===== src/rtl/elev_pkg.sv =====
// ============================================================================
// Module   : elev_pkg
// Purpose  : Shared types, floor geometry and hall-slot mapping for the
//            elevator controller slice.
// Revision : 1.0 - initial release
// ============================================================================
`default_nettype none

package elev_pkg;

  localparam int NUM_FLOORS = 7;
  localparam int FLOOR_W    = 3;
  localparam int SLOTS      = 2 * NUM_FLOORS;

  typedef enum logic [1:0] {
    IDLE = 2'd0,
    MOVE = 2'd1,
    DOOR = 2'd2
  } state_t;

  // Hall slots 2f-2 and 2f-1 both belong to floor f.
  function automatic logic [FLOOR_W-1:0] slot_floor(input int slot);
    return FLOOR_W'(slot / 2 + 1);
  endfunction

endpackage

`default_nettype wire


===== src/rtl/elev_req_scan.sv =====
// ============================================================================
// Module   : elev_req_scan
// Purpose  : Folds hall and car requests into one bit per floor and reports
//            whether any request lies above, below or at the current floor.
// Revision : 1.0 - initial release
// ============================================================================
`default_nettype none

module elev_req_scan
  import elev_pkg::*;
(
  input  logic [SLOTS-1:0]      up_passenger,
  input  logic [SLOTS-1:0]      down_passenger,
  input  logic [NUM_FLOORS-1:0] car_req,
  input  logic [FLOOR_W-1:0]    cur_floor,
  output logic [NUM_FLOORS:1]   req,
  output logic                  above,
  output logic                  below,
  output logic                  here
);

  logic [NUM_FLOORS:1] w_above_bits;
  logic [NUM_FLOORS:1] w_below_bits;

  always_comb begin
    req = '0;
    for (int s = 0; s < SLOTS; s++) begin
      req[slot_floor(s)] = req[slot_floor(s)] | up_passenger[s] | down_passenger[s];
    end
    for (int f = 1; f <= NUM_FLOORS; f++) begin
      req[f] = req[f] | car_req[f-1];
    end
  end

  for (genvar f = 1; f <= NUM_FLOORS; f++) begin : g_floor
    assign w_above_bits[f] = req[f] & (FLOOR_W'(f) > cur_floor);
    assign w_below_bits[f] = req[f] & (FLOOR_W'(f) < cur_floor);
  end

  assign above = |w_above_bits;
  assign below = |w_below_bits;
  assign here  = req[cur_floor];

endmodule

`default_nettype wire


===== src/rtl/elevator_ctrl.sv =====
// ============================================================================
// Module   : elevator_ctrl
// Purpose  : LOOK-scan car-motion controller with door timing and a one-cycle
//            served pulse. Define ELEV_PARK_EN to return an idle car to floor 1.
// Revision : 1.0 - initial release
// ============================================================================
`default_nettype none

module elevator_ctrl
  import elev_pkg::*;
#(
  parameter int FLOOR_CYCLES = 8,
  parameter int DOOR_CYCLES  = 4,
  parameter int PARK_CYCLES  = 32
) (
  input  logic                  clk,
  input  logic                  rst_n,
  input  logic [SLOTS-1:0]      up_passenger,
  input  logic [SLOTS-1:0]      down_passenger,
  input  logic [NUM_FLOORS-1:0] car_req,
  output logic [FLOOR_W-1:0]    cur_floor,
  output logic                  dir_up,
  output logic                  moving,
  output logic                  door_open,
  output logic [NUM_FLOORS-1:0] served
);

  localparam int CNT_MAX = (FLOOR_CYCLES > DOOR_CYCLES) ? FLOOR_CYCLES : DOOR_CYCLES;
  localparam int CNT_W   = $clog2(CNT_MAX + 1);
  localparam logic [FLOOR_W-1:0] TOP_FLOOR = FLOOR_W'(NUM_FLOORS);
  localparam logic [FLOOR_W-1:0] BOT_FLOOR = FLOOR_W'(1);

  state_t              r_state, w_state_nxt;
  logic [CNT_W-1:0]    r_cnt, w_cnt_nxt;
  logic [FLOOR_W-1:0]  r_floor, w_floor_nxt, w_arrive_floor;
  logic                r_dir_up, w_dir_nxt;
  logic [NUM_FLOORS:1] w_req;
  logic                w_above, w_below, w_here;
  logic                w_ahead, w_behind, w_arrive_ahead, w_leg_done;
  logic                w_park_start, w_park_glide;

  elev_req_scan u_scan (
    .up_passenger   (up_passenger),
    .down_passenger (down_passenger),
    .car_req        (car_req),
    .cur_floor      (r_floor),
    .req            (w_req),
    .above          (w_above),
    .below          (w_below),
    .here           (w_here)
  );

  assign w_ahead        = r_dir_up ? w_above : w_below;
  assign w_behind       = r_dir_up ? w_below : w_above;
  assign w_arrive_floor = r_dir_up ? r_floor + BOT_FLOOR : r_floor - BOT_FLOOR;
  assign w_leg_done     = (r_state == MOVE) && (r_cnt == CNT_W'(FLOOR_CYCLES - 1));

  // Requests still ahead once the car reaches the floor it is heading for.
  always_comb begin
    w_arrive_ahead = 1'b0;
    for (int g = 1; g <= NUM_FLOORS; g++) begin
      if (r_dir_up ? (FLOOR_W'(g) > w_arrive_floor) : (FLOOR_W'(g) < w_arrive_floor))
        w_arrive_ahead = w_arrive_ahead | w_req[g];
    end
  end

`ifdef ELEV_PARK_EN
  localparam int PARK_W = $clog2(PARK_CYCLES + 1);
  logic [PARK_W-1:0] r_idle_cnt;
  logic              r_park;
  logic              w_any;
  logic              w_idle_count;

  assign w_any        = |w_req;
  assign w_idle_count = (r_state == IDLE) && !w_any && (r_floor != BOT_FLOOR);
  assign w_park_start = w_idle_count && (r_idle_cnt == PARK_W'(PARK_CYCLES - 1));
  assign w_park_glide = r_park && !w_any;

  always_ff @(posedge clk or negedge rst_n) begin
    if (!rst_n) begin
      r_idle_cnt <= '0;
      r_park     <= 1'b0;
    end else begin
      r_idle_cnt <= (w_idle_count && !w_park_start) ? r_idle_cnt + PARK_W'(1) : '0;
      if (w_park_start)
        r_park <= 1'b1;
      else if (w_leg_done && !(w_park_glide && w_arrive_floor != BOT_FLOOR))
        r_park <= 1'b0;
    end
  end
`else
  // Parking compiled out: these comparisons are constant false.
  assign w_park_start = (PARK_CYCLES < 0);
  assign w_park_glide = 1'b0;
`endif

  always_ff @(posedge clk or negedge rst_n) begin
    if (!rst_n) begin
      r_state  <= IDLE;
      r_cnt    <= '0;
      r_floor  <= BOT_FLOOR;
      r_dir_up <= 1'b1;
    end else begin
      r_state  <= w_state_nxt;
      r_cnt    <= w_cnt_nxt;
      r_floor  <= w_floor_nxt;
      r_dir_up <= w_dir_nxt;
    end
  end

  always_comb begin
    w_state_nxt = r_state;
    w_cnt_nxt   = r_cnt;
    w_floor_nxt = r_floor;
    w_dir_nxt   = r_dir_up;
    moving      = 1'b0;
    door_open   = 1'b0;
    served      = '0;
    case (r_state)
      IDLE: begin
        w_cnt_nxt = '0;
        if (w_here) begin
          w_state_nxt = DOOR;
        end else if (w_above) begin
          w_dir_nxt   = 1'b1;
          w_state_nxt = MOVE;
        end else if (w_below) begin
          w_dir_nxt   = 1'b0;
          w_state_nxt = MOVE;
        end else if (w_park_start) begin
          w_dir_nxt   = 1'b0;
          w_state_nxt = MOVE;
        end
      end
      MOVE: begin
        moving = 1'b1;
        if (w_leg_done) begin
          w_cnt_nxt   = '0;
          w_floor_nxt = w_arrive_floor;
          if (w_arrive_floor == TOP_FLOOR)
            w_dir_nxt = 1'b0;
          else if (w_arrive_floor == BOT_FLOOR)
            w_dir_nxt = 1'b1;
          if (w_park_glide)
            w_state_nxt = (w_arrive_floor == BOT_FLOOR) ? IDLE : MOVE;
          else if (w_req[w_arrive_floor] || !w_arrive_ahead)
            w_state_nxt = DOOR;
        end else begin
          w_cnt_nxt = r_cnt + CNT_W'(1);
        end
      end
      DOOR: begin
        door_open = 1'b1;
        if (r_cnt == '0)
          served = NUM_FLOORS'(1) << (r_floor - BOT_FLOOR);
        if (r_cnt == CNT_W'(DOOR_CYCLES - 1)) begin
          w_cnt_nxt = '0;
          if (w_ahead) begin
            w_state_nxt = MOVE;
          end else if (w_behind) begin
            w_dir_nxt   = ~r_dir_up;
            w_state_nxt = MOVE;
          end else begin
            w_state_nxt = IDLE;
          end
        end else begin
          w_cnt_nxt = r_cnt + CNT_W'(1);
        end
      end
      default: begin
        w_state_nxt = IDLE;
        w_cnt_nxt   = '0;
      end
    endcase
  end

  assign cur_floor = r_floor;
  assign dir_up    = r_dir_up;

endmodule

`default_nettype wire


===== config.mk =====
export PLATFORM = sky130hd
export DESIGN_NAME = elevator_ctrl
export DESIGN_NICKNAME = d
export VERILOG_FILES = /design/src/rtl/elev_pkg.sv /design/src/rtl/elev_req_scan.sv /design/src/rtl/elevator_ctrl.sv
export SDC_FILE = /design/constraint.sdc
export NUM_CORES = 1
export LEC_CHECK = 0
export BUFFER_PORTS_ARGS = -buffer_cell sky130_fd_sc_hd__buf_2
export CORE_AREA = 2 2 79 43
export CTS_CLUSTER_SIZE = 25
export DETAILED_ROUTE_END_ITERATION = 16
export DIE_AREA = 0 0 81 45
export HOLD_SLACK_MARGIN = 0.06
export PLACE_DENSITY = 0.78
export SLEW_MARGIN = 40
export SYNTH_ARGS = -nofsm -noshare
export SYNTH_HDL_FRONTEND = slang
export SYNTH_SLANG_ARGS = --single-unit

===== constraint.sdc =====
create_clock -name clk -period 4.8 [get_ports clk]
set_input_delay 0.48 -clock clk [delete_from_list [all_inputs] [get_ports clk]]
set_output_delay 0.48 -clock clk [all_outputs]
set_load 0.1 [all_outputs]

==> summary.md, run 1 <==
| Metric | Value |
|---|---|
| Status | `finished clean` |
| Register area share after synthesis | `17.9%` |
| CP required | `between 4000 and 5000 ps` |
| Tightest Pin Transition | `520 ps` |
| CTS Root Cell | `clkbuf_8` |
| Clock transition at path regs | `around 50 ps` |
| Inserted Clock Buffers | `3` |
| Hold-fix buffers, CTS | `0` |
| Area leader, netlist | `dfrtp_1` |
| First-pass GRT wire length | `between 6000 and 7000 um` |
| Power Dens Cells | `338 nW/um2` |
| Top FF cell, synth | `dfrtp_1` |
| Multi-input gate area | `1090 um2` |
| Post-Syn Instances | `between 150 and 200` |
| Critical Path Start Type | `flip-flop` |
| Synth Area per Inst | `7.87 um2` |
| CP Cell Sequence | `inv_1 > ha_1 > xor2_1 > nor3_1 > a2111oi_0 > a21oi_1 > a41oi_1 > a31oi_1 > a41o_1` |
| Logic depth of the worst path, buffers included | `9` |
| Filler cell count | `288` |
| Initial Util | `48.5%` |
| DR vias | `1549` |
| Slew Viols, Final | `0` |
| CTS tree | `yes` |
| H-tree levels | `1` |
| Cts repair resizes | `0` |
| Pre-antenna DRT Iters | `5` |
| Final hold slack | `101 ps` |
| Clock power share | `14.5%` |
| FF-to-FF setup slack | `approximately 1400 ps` |
| Yosys top cell area share | `14.2%` |
| Most common cell after layout, fill and taps aside | `buf_2` |
| Boundary pin count | `50` |
| Hold crit path type | `input pin to async pin` |
| Number of global-route vias before repair | `approximately 1400` |
| Largest net degree at the start of global routing | `20` |
| DRT Wirelength | `4090 um` |
| Slowest stage delay, CP | `roughly 740 ps` |
| Die Ht | `roughly 45 um` |
| Setup Buffers After CTS | `0` |
| Die width | `81 um` |
| Peak VDD IR | `317 uV` |
| Setup crit start | `cur_floor[0]` |
| Flop pwr share | `22.6%` |
| Critical path fanouts, max | `19` |
| Clock latency on the worst-skew pair | `230 ps` |
| FMAX | `298 MHz` |
| RR Startpoint | `cur_floor[0]` |
| RSZ-0062 raised after global routing | `false` |
| Final net count | `around 280` |
| Port Buf Inserts | `49` |
| Cells on worst reg2reg path | `9` |
| Vias per cell | `5.82` |
| Pleak | `0.770 nW` |
| Commonest non-fill, non-tap cells in the layout | `buf_2, nor2_1, o21ai_0` |
| Ant diodes | `0` |
| Worst endpoint data arrival time | `3480 ps` |
| CP endpoint | `r_state[1]` |
| Final Skew | `approximately 4.7 ps` |
| Drt initial violations | `45` |
| Max Cap Violations | `0` |
| Reg area | `253 um2` |
| Setup Crit Path Kind | `flip-flop to flip-flop` |
| Largest cells by area after synthesis | `dfrtp_1, ha_1, o21ai_0` |
| Synth cell types | `54` |
| Drt wl/cell | `15.4 um` |
| Slowest cell on crit path | `dfstp_2` |
| Share of layout cells above drive strength 1 | `between 20% and 30%` |
| DR DRC count | `0` |
| Antenna violations before repair | `0` |
| Core Box Area | `2910 um2` |
| Switching Share | `50.5%` |
| #FFs+latches synth | `10` |
| Sw power | `0.295 mW` |
| Ys async rst share | `100%` |
| Num rows | `14` |
| GRT Util Overall | `23.6%` |
| Clock sink total | `10` |
| HPWL Detailed | `about 3300 um` |
| Syn_nets | `229` |
| Setup-failing EPs final | `0` |
| Grt ovf | `0` |
| Fin crit period | `3360 ps` |
| Crit share post-route | `between 60% and 70%` |
| Setup crit end kind | `flip-flop` |
| Synthesis Warnings | `0` |
| Comb power frac | `62.9%` |
| Area delta synth->final | `22.5%` |
| CP delay by family, top | `compound AO/OA/AOI/OAI gates` |
| Internal | `0.289 mW` |
| TNS Setup | `0 ps` |
| Design Power | `0.584 mW` |
| Cell area after synthesis | `1410 um2` |
| Die area | `3650 um2` |
| Crit path buffers/inverters | `1` |
| Hold Vio Cnt, Final | `0` |
| Final Wtd Congestion | `0.941` |
| Post-route ant nets | `0` |
| Bufs on Longest Clock Path | `2` |
| Reg2reg end | `r_state[1]` |
| Number of synthesized flops with an enable pin | `0` |
| Slew headroom | `between 60% and 70%` |
## stage by stage
step	area (um2)	utilization, %	std cells	setup WS [ps]
6_report	1730	59.3	266	1440
5_1_grt	1730	59.3	266	1210
4_1_cts	1730	59.3	266	1500
3_5_place_dp	1680	57.9	263	1510
3_3_place_gp	1680	57.9	263	1660
2_1_floorplan	1410	-	179	1450
## flip-flops by register name (all words and copies together) (netlist names)
name       cells
r_cnt          4
cur_floor      3
dir_up         1
r_state        2
## worst min-delay path by stage
stage / to / slack [ps] / depth (start not counted)
after floorplan: cur_floor[1] / 180 / 0
after global placement: cur_floor[2] / 350 / 1
after detailed placement: r_cnt[1] / 350 / 1
after CTS: r_cnt[3] / 110 / 1
after global routing: r_cnt[0] / 110 / 1
final: r_cnt[3] / 100 / 1
## cells in the mapped netlist (all sizes together) (3+ instances only)
cell type,count
nor2,19
o21ai,17
ha,13
inv,12
and2,9
dfrtp,8
nand2,8
or2,8
a21oi,5
nor3,5
or4,5
clkbuf,4
nand3,4
nor2b,4
a21boi,3
o21a,3
xnor2,3
## cell type report
class / instances / share of cell area (%)
Tap cell: 40 / 2.90
Inverter: 12 / 2.61
Sequential cell: 10 / 14.6
Multi-Input combinational cell: 152 / 63.2
Timing Repair Buffer: 49 / 14.2
Clock buffer: 3 / 2.39
## metal layers
layer  routed length, um  vias up  track usage (%)
met5                   0        -                0
met3                 188        2             1.20
li1                    -      765                -
met1                1950      743             33.8
met2                1930       39             40.8
met4                  20        0             3.73
## logic make-up (layout without fill, tap and decap cells)
| family | after synthesis | after routing | synth area share, % |
|---|---|---|---|
| DFF | 10 | 10 | 17.9 |
| adders and majority gates | 13 | 13 | 11.5 |
| buffers and inverters | 17 | 64 | 4.62 |
| AOI/OAI and AO/OA | 60 | 60 | 31.3 |
| and+or+nand+nor | 70 | 70 | 26.9 |
| muxes | 4 | 4 | 4.62 |
| xor gates and xnor gates | 5 | 5 | 3.11 |
## power by group through the flow
stage / Combinational, mW / Clock [mW] / Sequential (mW)
finish: 0.367 / 0.0847 / 0.132
global route: 0.405 / 0.0894 / 0.136
CTS: 0.366 / 0.0859 / 0.132
detailed placement: 0.364 / 0 / 0.133
global placement: 0.356 / 0 / 0.132
floorplan: 0.271 / 0 / 0.149
## worst register-to-register path, delay by kind of cell (launching register included)
| kind | cells | cell delay, ps |
|---|---|---|
| adder cells (fa/ha/maj) | 1 | 490 |
| AO/OA/AOI/OAI | 5 | 1270 |
| AND/OR/NAND/NOR | 1 | 100 |
| XOR/XNOR | 1 | 390 |
| buffers and inverters | 1 | 270 |
| flip-flops | 1 | 740 |
No activity file was read; power rests on OpenSTA's default activity.
==> run 2, diff against run 1 <==
==> constraint.sdc (replaced) <==
create_clock -name clk -period 3.3 [get_ports clk]
set_input_delay 0.33 -clock clk [delete_from_list [all_inputs] [get_ports clk]]
set_output_delay 0.33 -clock clk [all_outputs]
set_load 0.1 [all_outputs]
==> run 2 against run 1 <==
- core utilization increased by 1.5 points
- count of clock-buffer cells in the layout grew 1
- combinational power up 46%
- sequential cell count stayed put
- largest cell class unchanged
- final area increased by 2.5%
- sequential share of layout area down 0.080 points
- highest routed layer unchanged
- wire length is 3.1% higher
- non-clock buffer count is 3 higher
- via count is 1.9% higher
- largest power group unchanged
- worst hold slack better by 390 ps
- total power grew 50%
==> summary.md, run 2 (synthesis results as in run 1) <==
| Metric | Value |
|---|---|
| Pleak | `around 0.79 nW` |
| Max Cap Violations | `0` |
| Most common cell after layout, fill and taps aside | `buf_2` |
| Initial Util | `48.5%` |
| Slowest stage delay, CP | `600 ps` |
| DR vias | `around 1600` |
| Largest net degree at the start of global routing | `19` |
| Post-route ant nets | `0` |
| CP delay by family, top | `compound AO/OA/AOI/OAI gates` |
| H-tree levels | `1` |
| Final Wtd Congestion | `0.973` |
| Setup-failing EPs final | `0` |
| CTS tree | `yes` |
| First-pass GRT wire length | `6660 um` |
| Fin crit period | `2840 ps` |
| Port Buf Inserts | `49` |
| Register name with the most flops | `r_cnt` |
| Ant diodes | `0` |
| Final net count | `281` |
| Num rows | `14` |
| Worst endpoint data arrival time | `about 3000 ps` |
| Share of layout cells above drive strength 1 | `30.0%` |
| Tightest Pin Transition | `559 ps` |
| Slowest cell on crit path | `dfstp_4` |
| HPWL Detailed | `3360 um` |
| Final hold slack | `489 ps` |
| Crit path buffers/inverters | `2` |
| PnR worst setup slack | `462 ps` |
| Clock latency on the worst-skew pair | `230 ps` |
| Critical Path Start Type | `flip-flop` |
| Vias per cell | `5.84` |
| Number of global-route vias before repair | `between 1000 and 1500` |
| Status | `finished clean` |
| DR DRC count | `0` |
| Peak VDD IR | `approximately 400 uV` |
| Slew Viols, Final | `0` |
| Die Ht | `45 um` |
| Power Dens Cells | `495 nW/um2` |
| CP required | `3420 ps` |
| Clock sink total | `10` |
| Grt ovf | `0` |
| Setup Buffers After CTS | `0` |
| Pre-antenna DRT Iters | `4` |
| Finished Cell Area | `around 1800 um2` |
| Drt initial violations | `96` |
| Final Skew | `between 1.5 and 2 ps` |
| Hold Vio Cnt, Final | `0` |
| TNS Setup | `0 ps` |
| FMAX | `approximately 350 MHz` |
| Largest register FFs | `4` |
| Die area | `3650 um2` |
| Setup crit end kind | `flip-flop` |
| Clock transition at path regs | `50 ps` |
| Setup Crit Path Kind | `flip-flop to flip-flop` |
| Crit share post-route | `between 80% and 90%` |
| Utilization after layout | `60.8%` |
| Drt wl/cell | `15.6 um` |
| DRT Wirelength | `4220 um` |
| Boundary pin count | `50` |
| Area delta synth->final | `25.6%` |
| DP Area | `1700 um2` |
| CTS Root Cell | `clkbuf_8` |
| Pre-CTS setup slack | `slightly below 500 ps` |
| Core Box Area | `2910 um2` |
| RSZ-0062 raised after global routing | `false` |
| GRT Util Overall | `24.1%` |
| Slew headroom | `62.7%` |
| Hold crit path type | `flip-flop to flip-flop` |
| Commonest non-fill, non-tap cells in the layout | `buf_2, nor2_1, o21ai_0` |
| Critical path fanouts, max | `9` |
| Inserted Clock Buffers | `3` |
| CP Cell Sequence | `inv_1 > buf_4 > ha_1 > xnor2_1 > nor3_1 > o32ai_1 > o2111ai_1 > a41oi_1 > a31oi_1 > a41o_1` |
| Antenna violations before repair | `0` |
| Die width | `~81 um` |
| Bufs on Longest Clock Path | `2` |
-- run 2: cell types whose count changed in the layout (fill, tap and decap cells not counted), sizes merged --
cell,delta
buf,+2
clkbuf,+1
dlygate4sd3,+1
-- run 2: layout make-up --
class / count / area, um2
fillers: 273 / 1140
inverters: 12 / 45.0
well taps: 40 / 50.0
flip-flops and latches: 10 / 258
multi-input cells: 152 / 1090
repair buffers: 52 / 270
clock buffers: 4 / 55.1
-- run 2: final timing paths --
kind / startpoint / endpoint / slack [ps] / cells after the start
hold reg to reg: r_cnt[0] / r_cnt[0] / 490 / 1
setup / recovery: cur_floor[0] / r_state[1] / 460 / 10
setup reg to reg: cur_floor[0] / r_state[1] / 460 / 10
min in group asynchronous: rst_n / r_cnt[1] / 510 / 2
max in group asynchronous: rst_n / dir_up / 2540 / 2
hold / removal: r_cnt[0] / r_cnt[0] / 490 / 1
-- run 2: metal layers --
| metal | GRT usage [%] | vias up | routed length [um] |
|---|---|---|---|
| met1 | 34.1 | 760 | 2000 |
| met5 | 0 | - | 0 |
| li1 | - | 776 | - |
| met3 | 1.80 | 3 | 247 |
| met2 | 42.1 | 39 | 1950 |
| met4 | 3.05 | 0 | 14 |
-- run 2: through the flow --
stage	total power, mW	std cells
final	0.876	270
after detailed placement	0.724	265
after global routing	0.946	270
after floorplan	0.611	179
after CTS	0.882	270
after global placement	0.711	265
-- run 2: what timing repair did --
item	4_1_cts	5_1_grt
hold buffers	1	0
gates resized for setup	0	0
endpoints found under the hold margin	8	0
-- run 2: where the power goes --
part | internal (mW) | switching [mW] | leakage (nW) | total (mW)
sequential | 0.153 | 0.0383 | 0.128 | 0.192
combinational | 0.189 | 0.344 | 0.633 | 0.534
clock | 0.105 | 0.0465 | 0.0288 | 0.151
